[config.mk]
export PLATFORM = sky130hd
export DESIGN_NAME = conv_job_scheduler
export DESIGN_NICKNAME = d
export VERILOG_FILES = /design/src/rtl/conv_sched_pkg.sv /design/src/rtl/conv_rr_arbiter.sv /design/src/rtl/conv_job_scheduler.sv
export SDC_FILE = /design/constraint.sdc
export NUM_CORES = 1
export LEC_CHECK = 0
export ABC_AREA = 1
export BUFFER_PORTS_ARGS = -buffer_cell sky130_fd_sc_hd__buf_2
export CELL_PAD_IN_SITES_DETAIL_PLACEMENT = 0
export CELL_PAD_IN_SITES_GLOBAL_PLACEMENT = 2
export CORE_ASPECT_RATIO = 1.1
export CORE_MARGIN = 2
export CORE_UTILIZATION = 28
export DETAILED_ROUTE_END_ITERATION = 8
export GPL_TIMING_DRIVEN = 0
export PLACE_DENSITY = 0.78
export SLEW_MARGIN = 10
export SYNTH_ARGS = -nofsm -noshare
export SYNTH_HDL_FRONTEND = slang
export SYNTH_SLANG_ARGS = --single-unit
[constraint.sdc]
create_clock -name clk -period 2.3 [get_ports clk]
set_clock_uncertainty 0.15 [all_clocks]
set_input_delay 0.23 -clock clk [delete_from_list [all_inputs] [get_ports clk]]
set_output_delay 0.23 -clock clk [all_outputs]
set_load 0.03 [all_outputs]
[src/rtl/conv_sched_pkg.sv]
// Shared types and config-field layout for the convolution job scheduler.
// The config word maps the requester cfg {sizeY, sizeX, shape} onto the core register.
package conv_sched_pkg;

    typedef enum logic [2:0] {
        IDLE,
        CFG,
        START,
        WAIT_BUSY,
        RUN,
        DRAIN
    } state_t;

    localparam int SHAPE_BIT = 1;
    localparam int SX_LSB    = 2;
    localparam int SY_LSB    = 7;
    localparam int CFG_W     = 11;
    localparam int SIZE_W    = 5;
    localparam int ZC_W      = 7;

    localparam logic [ZC_W-1:0] ZC_MAX = 7'd127;

    // Requester cfg bit 0 is shape, [5:1] sizeX, [10:6] sizeY.
    function automatic logic [31:0] cfg_to_reg(input logic [CFG_W-1:0] cfg);
        logic [31:0] r;
        r = '0;
        r[SHAPE_BIT]         = cfg[0];
        r[SX_LSB +: SIZE_W]  = cfg[SIZE_W:1];
        r[SY_LSB +: SIZE_W]  = cfg[2*SIZE_W:SIZE_W+1];
        return r;
    endfunction

endpackage

[src/rtl/conv_rr_arbiter.sv]
// Two-way round-robin arbiter: on a tie the requester not granted last wins.
// The priority pointer only moves when the scheduler actually takes the grant.
module conv_rr_arbiter (
    input  logic       clk,
    input  logic       rst_n,
    input  logic [1:0] req,
    input  logic       accept,
    output logic [1:0] winner
);

    // pri == 1 means requester 1 wins a tie
    logic pri;

    always_comb begin
        winner = 2'b00;
        unique case (req)
            2'b01:   winner = 2'b01;
            2'b10:   winner = 2'b10;
            2'b11:   winner = pri ? 2'b10 : 2'b01;
            default: winner = 2'b00;
        endcase
    end

    always_ff @(posedge clk or negedge rst_n) begin
        if (!rst_n) begin
            pri <= 1'b0;
        end else if (accept && (winner != 2'b00)) begin
            pri <= winner[0];
        end
    end

endmodule

[src/rtl/conv_job_scheduler.sv]
// Shares one convolution core between two requesters: grants, configures, starts,
// tracks the job to completion (or watchdog timeout) and reports the result per requester.
module conv_job_scheduler
    import conv_sched_pkg::*;
#(
    parameter int               TMO_W   = 16,
    parameter logic [TMO_W-1:0] TMO_MAX = 16'd1000
) (
    input  logic             clk,
    input  logic             rst_n,
    input  logic [1:0]       req,
    input  logic [CFG_W-1:0] req0_cfg,
    input  logic [CFG_W-1:0] req1_cfg,
    output logic [1:0]       gnt,
    output logic [1:0]       cmpl,
    output logic [1:0]       err,
    output logic [ZC_W-1:0]  zcount,
    output logic [31:0]      data_ConfigReg,
    output logic             start,
    input  logic             busy_i,
    input  logic             done_i,
    input  logic             writeZ_i
);

    state_t           state;
    state_t           state_nxt;
    logic [1:0]       req_eff;
    logic [1:0]       winner;
    logic             active;
    logic             size_ok;
    logic             timeout;
    logic             fin_ok;
    logic             fin_err;
    logic [TMO_W-1:0] wdog;
    logic [TMO_W-1:0] wdog_inc;

    // A requester still holds req during its own cmpl/err cycle; it must not be re-granted then.
    assign req_eff  = req & ~(cmpl | err);
    assign active   = (state == WAIT_BUSY) || (state == RUN) || (state == DRAIN);
    assign size_ok  = (data_ConfigReg[SX_LSB +: SIZE_W] != '0) &&
                      (data_ConfigReg[SY_LSB +: SIZE_W] != '0);
    assign wdog_inc = wdog + 1'b1;
    assign timeout  = active && (wdog_inc == TMO_MAX);
    assign start    = (state == START);

    conv_rr_arbiter u_arb (
        .clk    (clk),
        .rst_n  (rst_n),
        .req    (req_eff),
        .accept (state == IDLE),
        .winner (winner)
    );

    always_ff @(posedge clk or negedge rst_n) begin
        if (!rst_n) begin
            state <= IDLE;
        end else begin
            state <= state_nxt;
        end
    end

    always_comb begin
        state_nxt = state;
        fin_ok    = 1'b0;
        fin_err   = 1'b0;
        unique case (state)
            IDLE:      if (|req_eff) state_nxt = CFG;
            CFG: begin
                if (!size_ok) begin
                    fin_err   = 1'b1;
                    state_nxt = IDLE;
                end else begin
                    state_nxt = START;
                end
            end
            START:     state_nxt = WAIT_BUSY;
            WAIT_BUSY: if (busy_i) state_nxt = RUN;
            RUN:       if (done_i) state_nxt = DRAIN;
            DRAIN: begin
                if (!busy_i && !done_i) begin
                    fin_ok    = 1'b1;
                    state_nxt = IDLE;
                end
            end
            default:   state_nxt = IDLE;
        endcase
        // Watchdog expiry overrides any completion seen in the same cycle.
        if (timeout) begin
            fin_ok    = 1'b0;
            fin_err   = 1'b1;
            state_nxt = IDLE;
        end
    end

    always_ff @(posedge clk or negedge rst_n) begin
        if (!rst_n) begin
            gnt            <= 2'b00;
            cmpl           <= 2'b00;
            err            <= 2'b00;
            zcount         <= '0;
            data_ConfigReg <= '0;
            wdog           <= '0;
        end else begin
            cmpl <= fin_ok  ? gnt : 2'b00;
            err  <= fin_err ? gnt : 2'b00;
            // gnt is held through the result pulse and only moves while idle
            if (state == IDLE) begin
                gnt <= winner;
                if (|winner) begin
                    data_ConfigReg <= cfg_to_reg(winner[1] ? req1_cfg : req0_cfg);
                end
            end
            if (state == START) begin
                wdog <= '0;
            end else if (active) begin
                wdog <= wdog_inc;
            end
            if ((state == IDLE) && (|winner)) begin
                zcount <= '0;
            end else if (active && writeZ_i && (zcount != ZC_MAX)) begin
                zcount <= zcount + 1'b1;
            end
        end
    end

endmodule

Yosys cells after proc, flatten, opt, wreduce, memory -nomap -nowiden
Index checks and enable logic that the tools add are counted.
Widths: inputs -> output; s select.
{"block": "word_totals", "register_bits": 44, "word_cells": 70}
{"block": "classes", "n_addsub": 2, "n_eq_ne": 14, "n_mux": 22, "bitwise_logic": 3, "reduce_logical": 21}
{"cell": "$mux 16", "n": 2}
{"cell": "$pmux 3 s6", "n": 1}
{"cell": "$add 16x1->16 const B", "n": 1}
{"cell": "$eq 16x10->1 const B", "n": 1}
{"cell": "$mux 3", "n": 5}
{"cell": "$mux 7", "n": 2}
{"cell": "$mux 11", "n": 1}
{"cell": "$reduce_bool 5->1", "n": 2}
{"cell": "$ne 3x3->1 const B", "n": 3}
{"cell": "$mux 2", "n": 4}
{"cell": "$add 7x1->7 const B", "n": 1}
{"cell": "$logic_and 1x1->1", "n": 7}
{"cell": "$ne 7x7->1 const B", "n": 1}
{"cell": "$eq 3x2->1 const B", "n": 2}
{"cell": "$eq 3x3->1 const B", "n": 2}
{"cell": "$mux 1", "n": 6}
{"cell": "$pmux 2 s3", "n": 1}
{"cell": "$reduce_bool 2->1", "n": 3}
{"cell": "$eq 2x2->1 const B", "n": 2}
{"cell": "$reduce_and 4->1", "n": 1}
{"cell": "$reduce_or 2->1", "n": 2}
{"cell": "$eq 3x1->1 const B", "n": 1}
{"cell": "$logic_not 3->1", "n": 1}
{"cell": "$ne 3x2->1 const B", "n": 1}
{"cell": "7 further kinds", "n": 9}

Longest topological paths before layout
Gate-level depths: netlist (run 1).
{"block": "depth", "word_depth": 8, "mapped_depth": 13, "mapped_depth_nobuf": 13}

Hierarchy
Synthesis (run 1) repeated with hierarchy kept, for this count alone.
{"block": "hier_totals", "cells_unflattened": 382, "area_unflattened_um2": 2740.1}
{"mod": "conv_job_scheduler", "instances": 1, "cells_per_inst": 374, "area_each_um2": 2680.1}
{"mod": "conv_rr_arbiter", "instances": 1, "cells_per_inst": 8, "area_each_um2": 60.1}

Worst setup path after synthesis (run 1)
Ideal clock, no wire load.
{"block": "synth_path", "kind": "reg2reg", "from": "reg state[0]", "to": "reg wdog[11]", "setup_ns": 0.129, "arrival_ns": 1.850, "required_ns": 2.021, "slack_ns": 0.171, "stages_incl_launch_ff": 6, "n_path_buf": 1, "path_cell_list": "dfrtp_1 > nor3_1 > inv_1 > nand2_1 > buf_2 > o22ai_1"}
{"block": "synth_via", "word_cells_on_any_way": 8, "classes_between": "eq/ne (4); mux (1); reduce/logical (3)"}
{"element": "from (decl)", "line_no": "conv_job_scheduler.sv:25", "text": "state_t state;"}
{"element": "from (signal assigned)", "line_no": "conv_job_scheduler.sv:58", "text": "state <= state_nxt;"}
{"element": "$eq 3x2->1 (*)"}
{"element": "net start", "line_no": "conv_job_scheduler.sv:19", "text": "output logic start,"}
{"element": "$mux 16 / $reduce_bool 2->1 (equally long branches)"}
{"element": "to (signal assigned)", "line_no": "conv_job_scheduler.sv:116", "text": "wdog <= wdog_inc;"}
{"element": "to (decl)", "line_no": "conv_job_scheduler.sv:34", "text": "logic [TMO_W-1:0] wdog;"}
Mark *: on every way through the listed nets, which the timed path passes. The rest lies on a longest branch.
A chain may end at the register's enable or synchronous reset.

Worst setup path after layout (run 1)
{"block": "layout_path", "from": "reg wdog[1]", "to": "reg state[1]"}
{"block": "layout_via", "elab_chain_len": 5, "word_cells_on_any_way": 9, "classes_between": "add/sub (1); eq/ne (5); mux (1); reduce/logical (2)"}
{"element": "$add 16x1->16 (*)", "line_no": "conv_job_scheduler.sv:42", "text": "assign wdog_inc = wdog + 1'b1;"}
{"element": "$eq 16x10->1 (*)", "line_no": "conv_job_scheduler.sv:43", "text": "assign timeout = active && (wdog_inc == TMO_MAX);"}
{"element": "$logic_and 1x1->1 (*)", "line_no": "conv_job_scheduler.sv:43"}
{"element": "$ne 3x3->1 (no line) / $ne 3x2->1 (equally long branches)"}
{"element": "$reduce_and 4->1 (no line)"}
Mark *: on every way between the ends. The rest lies on a longest branch, timed or not.

==> flow_metrics.env, run 1 <==
export IMPL_outcome="complete, no violations"
export IMPL_die_area_um2=9878
export IMPL_io_pins=75
export IMPL_rsz0062_at_grt="false"
export IMPL_grt_max_degree=45
export IMPL_power_frac_seq=0.354
export IMPL_syn_area_um2=2547
export IMPL_numCtsBuffers=5
export IMPL_syn_to_final_growth_pct=23.72
export IMPL_critical_path_required_ns=2.34
export IMPL_cp_arrival_ns=2.04
export IMPL_ir_worst_vdd_mv=0.5107
export IMPL_drt_iter0_markers=41
export IMPL_rows=36
export IMPL_place_hpwl_um=4896
export IMPL_drc_errors=0
export IMPL_nets=456
export IMPL_dieWidth_um=94.95
export IMPL_r2r_end="state[1]"
export IMPL_fin_crit_sh=0.8697
export IMPL_globalplace_congestion=0.7440
export IMPL_clkLatencyLatePin_ns=0.30
export IMPL_core_area_um2=8874
export IMPL_synth_seq_cells=44
export IMPL_switchingPower_uw=1450
export IMPL_tns_ns=0
export IMPL_p_leak_uw=0.001579
export IMPL_avgSynthCellArea_um2=7.427
export IMPL_cap_viol_max_count=0
export IMPL_ant_nets=0
export IMPL_first_global_vias=2321
export IMPL_cp_max_fo=5
export IMPL_slowest_stage="dfrtp_1"
export IMPL_yosysUniqueCellTypes=28
export IMPL_grt_pass1_wl_um=10960
export IMPL_power_density_nw_per_um2=1002
export IMPL_crit_chain="ha_1, nand3_2, nor2_4, nand2_1, nand2_1, nand2_1, nor2_1, nand3_1, nor2_1, nand2_2, inv_2, nor2_1"
export IMPL_start_util=0.2871
export IMPL_dr_pass1_iters=4
export IMPL_num_antenna_cells=0
export IMPL_slew_headroom=0.3148
export IMPL_place_area_um2=3030
export IMPL_ys_seq_area_frac=0.4322
export IMPL_startpoint="wdog[1]"
export IMPL_r2r_start="wdog[1]"
export IMPL_io_buffers=53
export IMPL_final_cell_area_um2=3152
export IMPL_power_switching_share=0.4592
export IMPL_cts_root_buf="clkbuf_8"
export IMPL_yosysWarnings=0
export IMPL_numClockSinks=44
export IMPL_r2r_slack_ns=0.30
export IMPL_viasPerCell=4.347
export IMPL_seq_area_um2=1101
export IMPL_worstRegToRegCells=12
export IMPL_path_clk_slew_ns=0.10
export IMPL_worst_setup_path_end_kind="register"
export IMPL_nFillCells=974
export IMPL_grt_overflow_total=0
export IMPL_routedWlPerCell_um=11.91
export IMPL_crit_path_start_kind="register"
export IMPL_cts_tree="yes"
export IMPL_period_minus_slack_ns=2.000
export IMPL_final_cell_mix="70 x nand2_1, 58 x buf_2, 50 x nor2_1"
export IMPL_final_layout_size_suffix_gt1_frac=0.2329
export IMPL_clk_path_buf_depth=2
export IMPL_drt_wl_total_um=6418
export IMPL_max_stage_delay_ns=0.42
export IMPL_critPathKind="reg -> reg"
export IMPL_clock_power_share=0.193
export IMPL_tightestPinTransition_ns=1.028
export IMPL_final_common_cell="nand2_1"
export IMPL_die_h_um=104.0
export IMPL_multi_input_area_um2=1170
export IMPL_combinationalPowerShare=0.453
export IMPL_drv_slew=0
export IMPL_min_path_type="in -> reg"
export IMPL_final_hold_viol_count=0
export IMPL_syn_instance_count=343
export IMPL_crit_end="state[1]"
export IMPL_p_int_uw=1708
export IMPL_cts_resized=0
export IMPL_cts_htree_levels=2
export IMPL_antenna_found_initial=0
export IMPL_num_vias=2343
export IMPL_track_usage=0.1395
export IMPL_setup_violations=0
export IMPL_clock_fmax_ghz=0.5000
==> stage by stage <==
stage / total power [uW] / instances / setup WS, ns / hold slack, ns / utilization
3_5_place_dp: 2580 / 530 / 0.2989 / 0.3313 / 0.3415
5_1_grt: 3411 / 539 / 0.03584 / 0.03213 / 0.3552
3_3_place_gp: 2583 / 530 / 0.3014 / 0.3368 / 0.3415
2_1_floorplan: 2147 / 363 / 0.1713 / -0.2156 / -
4_1_cts: 3200 / 539 / 0.2944 / 0.02110 / 0.3552
6_report: 3158 / 539 / 0.2998 / 0.03229 / 0.3552
==> layout make-up <==
| type | count | area share |
|---|---|---|
| buffer | 27 | 0.05915 |
| clock buffer | 5 | 0.02183 |
| clock inverter | 3 | 0.01350 |
| inverter | 44 | 0.05240 |
| multi-input combinational | 248 | 0.3712 |
| sequential | 44 | 0.3493 |
| tap | 114 | 0.04526 |
| timing repair buffer | 54 | 0.08734 |
==> critical path: cells and delay by family, from the launching register on <==
family                     cells  cell delay, ns
adders and majority gates      1            0.23
and+or+nand+nor               10            1.00
DFF                            1            0.42
buffers and inverters          1            0.09
==> synth_stat cells <==
cell type  number  share of area
dfrtp_1        44           0.43
nand3_2         3          0.012
o31ai_1         1         0.0029
o21ai_0        14          0.028
o21bai_1        1         0.0029
nand4_1         3         0.0074
nand2_1        70           0.10
conb_1          1         0.0015
a21oi_1         7          0.014
inv_1          41          0.060
clkbuf_1        1         0.0015
nand3_1        22          0.043
buf_2           5         0.0098
xor2_1          3          0.010
o211ai_1        1         0.0029
nor3_1         25          0.049
nor2_2          3         0.0074
nor2_1         50          0.074
clkinv_1        1         0.0015
nand2_2         2         0.0049
and2_1          1         0.0025
a211oi_1        5          0.015
o21ai_1         1         0.0020
inv_2           2         0.0029
o22ai_1        10          0.025
nor2_4          2         0.0088
buf_4          21          0.062
ha_1            3          0.015
==> sequential cells by signal, indices dropped and copies added, names as in the netlist <==
| name | count |
|---|---|
| state | 3 |
| err | 2 |
| u_arb.pri | 1 |
| gnt | 2 |
| cmpl | 2 |
| data_ConfigReg | 11 |
| wdog | 16 |
| zcount | 7 |
==> worst min path at each step <==
stage / from / to / slack, ns / cells after the start
floorplan: rst_n / cmpl[0] / -0.22 / 0
global placement: rst_n / wdog[4] / 0.34 / 1
detailed placement: rst_n / wdog[4] / 0.33 / 1
CTS: req1_cfg[3] / data_ConfigReg[4] / 0.02 / 3
global route: req1_cfg[7] / data_ConfigReg[8] / 0.03 / 3
finish: req1_cfg[3] / data_ConfigReg[4] / 0.03 / 3
==> timing repair <==
action	4_1_cts	5_1_grt
endpoints found under the hold margin	27	0
endpoints found under the setup margin	0	0
setup buffers	0	0
hold buffers	1	0
==> power by group through the flow <==
stage                     Clock [uW]  Sequential [uW]  Combinational [uW]
after floorplan                    0             1370                 779
after global placement             0             1130                1450
after detailed placement           0             1130                1450
after CTS                        629             1120                1450
after global routing             662             1150                1600
final                            610             1120                1430
==> cell families after synthesis <==
| logic type | count (synthesis) | synth area share |
|---|---|---|
| flip-flops | 44 | 0.4322 |
| AND/OR/NAND/NOR | 181 | 0.3119 |
| adder cells (fa/ha/maj) | 3 | 0.01474 |
| other | 1 | 0.001472 |
| buffers and inverters | 71 | 0.1380 |
| XOR/XNOR | 3 | 0.01032 |
| AO/OA/AOI/OAI | 40 | 0.09136 |
==> layer usage <==
metal / routed length [um] / track usage
met4: 76 / 0.03209
met5: 0 / 0
met3: 304 / 0.03768
met1: 2790 / 0.1681
met2: 3246 / 0.2442
Power figures use the tool's default switching activity.
==> run 2: changes to the inputs <==
Settings changed: BUFFER_PORTS_ARGS -buffer_cell sky130_fd_sc_hd__buf_2 to unset, CORE_UTILIZATION 28 to 34, DONT_BUFFER_PORTS set to 1, PLACE_DENSITY 0.78 to 0.77.
==> run 2 against run 1 <==
Final area shrank 4.4%. Sequential power is 26% higher. Via count decreased by 5.9%. Flip-flop and latch count unchanged. Hold slack lost 0.0093 ns. Global-route usage is 2.5 points higher. Critical path depth decreased by 7. Sequential share of layout area rose by 1.6 points. Fmax is 6.9% lower. Combinational power decreased by 28%. Register-to-register slack got worse by 0.15 ns. Largest cell class unchanged.
==> flow_metrics.env, run 2 (synthesis results as in run 1) <==
export IMPL_outcome="complete, no violations"
export IMPL_final_common_cell="nand2_1"
export IMPL_crit_path_start_kind="register"
export IMPL_ant_nets=0
export IMPL_clock_power_share=0.196
export IMPL_r2r_start="state[0]"
export IMPL_drv_slew=0
export IMPL_rsz0062_at_grt="false"
export IMPL_nets=417
export IMPL_num_vias=2204
export IMPL_first_global_vias=2204
export IMPL_cts_root_buf="clkbuf_8"
export IMPL_r2r_slack_ns=0.15
export IMPL_final_cell_mix="70 x nand2_1, 50 x nor2_1, 44 x dfrtp_1"
export IMPL_hold_end="data_ConfigReg[4]"
export IMPL_setup_violations=0
export IMPL_power_frac_seq=0.464
export IMPL_routedWlPerCell_um=13.39
export IMPL_rows=33
export IMPL_place_area_um2=2731
export IMPL_period_minus_slack_ns=2.148
export IMPL_min_path_type="in -> reg"
export IMPL_worstRegToRegCells=5
export IMPL_cts_tree="yes"
export IMPL_io_pins=75
export IMPL_cp_arrival_ns=2.17
export IMPL_drc_errors=0
export IMPL_final_cell_area_um2=3012
export IMPL_core_area_um2=7350
export IMPL_drt_iter0_markers=111
export IMPL_holdCritStartpoint="req0_cfg[3]"
export IMPL_reg_largest_list="wdog x16, data_ConfigReg x11, zcount x7"
export IMPL_dr_pass1_iters=4
export IMPL_num_antenna_cells=0
export IMPL_grt_overflow_total=0
export IMPL_antenna_found_initial=0
export IMPL_power_density_nw_per_um2=1009
export IMPL_ir_worst_vdd_mv=0.5427
export IMPL_start_util=0.3466
export IMPL_p_leak_uw=0.001428
export IMPL_power_switching_share=0.4669
export IMPL_die_area_um2=8202
export IMPL_clk_path_buf_depth=2
export IMPL_worst_setup_path_end_kind="register"
export IMPL_grt_max_degree=45
export IMPL_drt_wl_total_um=6334
export IMPL_viasPerCell=4.660
export IMPL_largest_register_ffs=16
export IMPL_combinationalPowerShare=0.340
export IMPL_syn_to_final_growth_pct=18.22
export IMPL_dp_cells=450
export IMPL_dieWidth_um=86.53
export IMPL_p_int_uw=1620
export IMPL_r2r_end="wdog[14]"
export IMPL_stdcell_count=473
export IMPL_numCtsBuffers=5
export IMPL_final_layout_size_suffix_gt1_frac=0.1218
export IMPL_switchingPower_uw=1419
export IMPL_track_usage=0.1640
export IMPL_globalplace_congestion=0.7667
export IMPL_grt_pass1_wl_um=10390
export IMPL_fin_crit_sh=0.9338
export IMPL_path_clk_slew_ns=0.09
export IMPL_die_h_um=94.79
export IMPL_clock_fmax_ghz=0.4656
export IMPL_regMostFlops="wdog"
export IMPL_cap_viol_max_count=0
export IMPL_hold_depth=2
export IMPL_critical_path_required_ns=2.32
export IMPL_cts_htree_levels=2
export IMPL_slew_headroom=0.5636
export IMPL_place_hpwl_um=4701
export IMPL_io_buffers=0
export IMPL_final_hold_viol_count=0
export IMPL_cp_max_fo=10
export IMPL_clkLatencyLatePin_ns=0.30
export IMPL_numClockSinks=44
export IMPL_tightestPinTransition_ns=0.6510
export IMPL_critPathKind="reg -> reg"
==> run 2: how the worst max path moves through the flow <==
stage                     slack [ns]  endpoint      from
after global routing            0.04  wdog[13]  state[0]
final                           0.15  wdog[14]  state[0]
after detailed placement       -0.25  wdog[13]  state[0]
after CTS                       0.12  wdog[13]  state[0]
after floorplan                 0.17  wdog[11]  state[0]
after global placement         -0.25  wdog[11]  state[2]
==> run 2: area by class of cell <==
| class | instances | area, um^2 |
|---|---|---|
| Clock buffer | 6 | 72.57 |
| Clock inverter | 2 | 35.03 |
| Sequential cell | 44 | 1101 |
| Inverter | 44 | 165.2 |
| Multi-Input combinational cell | 248 | 1175 |
| Fill cell | 801 | 4338 |
| Timing Repair Buffer | 15 | 167.7 |
| Buffer | 27 | 186.4 |
| Tap cell | 87 | 108.9 |
==> run 2: power groups by stage <==
stage | combinational (uW) | sequential, uW | clock, uW
after floorplan | 779 | 1370 | 0
after global placement | 995 | 1430 | 0
after detailed placement | 1010 | 1430 | 0
after CTS | 1050 | 1420 | 624
after global routing | 1190 | 1440 | 657
final | 1030 | 1410 | 595
==> run 2: routing by layer <==
metal,part of all wire,track usage,vias up
li1,-,-,1150
met1,0.42,0.1852,1005
met2,0.52,0.3045,44
met3,0.051,0.04458,5
met4,0.0090,0.03906,0
met5,0,0,-
==> run 2: worst max-delay path, cell delays in order, from the launching register on <==
cell and delay (ns):
dfrtp_1 0.47, nor3_2 0.60, inv_1 0.22, nand2_1 0.19, buf_2 0.27, o22ai_1 0.11
==> run 2: stage by stage <==
stage	setup WS [ns]	total power, uW	util	hold WS, ns	TNS (ns)
final	0.1523	3038	0.4098	0.02298	0
after global routing	0.03517	3286	0.4098	0.03558	0
after global placement	-0.2453	2422	0.3716	-0.2146	-2.303
after CTS	0.1230	3093	0.4098	0.01681	0
after floorplan	0.1713	2147	-	-0.2156	0
after detailed placement	-0.2482	2436	0.3716	-0.2146	-2.321
==> run 2: what timing repair did <==
item | 4_1_cts | 5_1_grt
gates resized for setup | 1 | 0
setup buffers | 0 | 0
endpoints found under the setup margin | 10 | 0
hold buffers | 15 | 0
hold endpoints to repair | 57 | 0
==> run 3: changes to the inputs <==
Settings changed: CORE_UTILIZATION 34 to 37, PLACE_DENSITY 0.77 to 0.83.
Clock period 2.3 ns to 2.6 ns, I/O delays scaled along.
==> run 3 against run 2 <==
Critical path depth stayed put. Clock-buffer cell count stayed put. Setup slack better by 0.30 ns. Global-route usage is 1.2 points higher. Sequential share of layout area is 0.32 points higher. Flip-flop and latch count stayed put. Critical path type unchanged. Largest power group unchanged.
==> flow_metrics.env, run 3 (synthesis results as in run 1) <==
export IMPL_outcome="complete, no violations"
export IMPL_core_area_um2=6633
export IMPL_regMostFlops="wdog"
export IMPL_num_antenna_cells=0
export IMPL_path_clk_slew_ns=0.08
export IMPL_globalplace_congestion=0.8294
export IMPL_dieWidth_um=83.12
export IMPL_drc_errors=0
export IMPL_grt_overflow_total=0
export IMPL_num_vias=2188
export IMPL_critical_path_required_ns=2.62
export IMPL_nFillCells=714
export IMPL_fin_crit_sh=0.8271
export IMPL_final_cell_area_um2=2985
export IMPL_numCtsBuffers=5
export IMPL_drt_iter0_markers=47
export IMPL_hold_slack_ns=0.02368
export IMPL_io_buffers=0
export IMPL_cp_max_fo=10
export IMPL_critPathKind="reg -> reg"
export IMPL_cap_viol_max_count=0
export IMPL_ant_nets=0
export IMPL_start_util=0.3841
export IMPL_slowest_stage="nor3_2"
export IMPL_period_minus_slack_ns=2.151
export IMPL_dr_pass1_iters=4
export IMPL_numClockSinks=44
export IMPL_place_hpwl_um=4732
export IMPL_clock_fmax_ghz=0.4650
export IMPL_place_area_um2=2725
export IMPL_grt_max_degree=45
export IMPL_min_path_type="in -> reg"
export IMPL_clk_path_buf_depth=2
export IMPL_final_layout_size_suffix_gt1_frac=0.1224
export IMPL_track_usage=0.1763
export IMPL_power_density_nw_per_um2=899.0
export IMPL_viasPerCell=4.695
export IMPL_final_hold_viol_count=0
export IMPL_cts_htree_levels=2
export IMPL_clkLatencyLatePin_ns=0.29
export IMPL_reg_largest_list="wdog x16, data_ConfigReg x11, zcount x7"
export IMPL_io_pins=75
export IMPL_max_stage_delay_ns=0.59
export IMPL_rows=31
export IMPL_fin_total_pwr_uw=2684
export IMPL_routedWlPerCell_um=13.47
export IMPL_crit_chain="nor3_2, inv_1, nand2_1, buf_2, o22ai_1"
export IMPL_slew_headroom=0.5674
export IMPL_post_cts_buffers=0
export IMPL_multi_input_area_um2=1175
export IMPL_setup_violations=0
export IMPL_grt_pass1_wl_um=10680
export IMPL_antenna_found_initial=0
export IMPL_die_area_um2=7566
export IMPL_ir_worst_vdd_mv=0.5316
export IMPL_p_leak_uw=0.001417
export IMPL_tns_ns=0
export IMPL_die_h_um=91.03
export IMPL_largest_register_ffs=16
export IMPL_seq_area_um2=1101
export IMPL_cts_tree="yes"
export IMPL_cts_root_buf="clkbuf_8"
export IMPL_first_global_vias=2248
export IMPL_worst_setup_path_end_kind="register"
export IMPL_crit_path_start_kind="register"
export IMPL_cp_arrival_ns=2.17
export IMPL_rsz0062_at_grt="false"
export IMPL_nets=415
export IMPL_tightestPinTransition_ns=0.6454
export IMPL_drv_slew=0
export IMPL_syn_to_final_growth_pct=17.19
export IMPL_final_cell_mix="70 x nand2_1, 50 x nor2_1, 44 x dfrtp_1"
export IMPL_drt_wl_total_um=6278
export IMPL_final_common_cell="nand2_1"
## run 3: cell types whose count changed in the layout (fill, tap and decap cells not counted), sizes merged
| cell | delta |
|---|---|
| dlygate4sd3 | -2 |
## run 3: stage by stage
stage          std cells  worst slack (ns)    util
4_1_cts              466           0.01607  0.4493
5_1_grt              466            0.3374  0.4501
6_report             466            0.4495  0.4501
2_1_floorplan        363            0.4713       -
3_3_place_gp         445           0.04683  0.4109
3_5_place_dp         445           0.03742  0.4109
## run 3: worst paths after layout
path,slack [ns],startpoint,to,cells past startpoint
max,0.45,state[0],wdog[13],5
max in group asynchronous,1.74,rst_n,state[1],2
min reg2reg,0.39,wdog[15],wdog[15],2
max reg2reg,0.45,state[0],wdog[13],5
min in group asynchronous,0.37,rst_n,wdog[11],2
min,0.02,done_i,cmpl[1],3
## run 3: what timing repair did
| action | CTS | global route |
|---|---|---|
| endpoints found under the hold margin | 55 | 0 |
| gates resized for setup | 0 | 1 |
| hold buffers | 13 | 0 |
| endpoints found under the setup margin | 0 | 10 |
## run 3: area by class of cell
type,count,area share
multi-input combinational,248,0.3935
sequential,44,0.3688
buffer,27,0.06245
inverter,44,0.05532
timing repair buffer,13,0.04946
tap,82,0.03437
clock buffer,6,0.02431
clock inverter,2,0.01174
## run 3: metal layers
| layer | vias up | share of wire | GRT usage | wire length (um) |
|---|---|---|---|---|
| met2 | 57 | 0.52 | 0.3266 | 3295 |
| met3 | 6 | 0.050 | 0.04636 | 315 |
| met4 | 0 | 0.0089 | 0.04918 | 56 |
| met1 | 983 | 0.42 | 0.1979 | 2610 |
| met5 | - | 0 | 0 | 0 |
| li1 | 1142 | - | - | - |
## run 3: critical path, delay by kind of cell, from the launching register on
family          cells  cell delay (ns)
buf+inv             2             0.51
simple gates        2             0.80
flops               1             0.46
compound gates      1             0.11
## run 3: power breakdown
part	switching (uW)	total [uW]	internal (uW)
Sequential	390	1240	850
Clock	240	526	286
Combinational	622	918	296
Total	1250	2680	1430
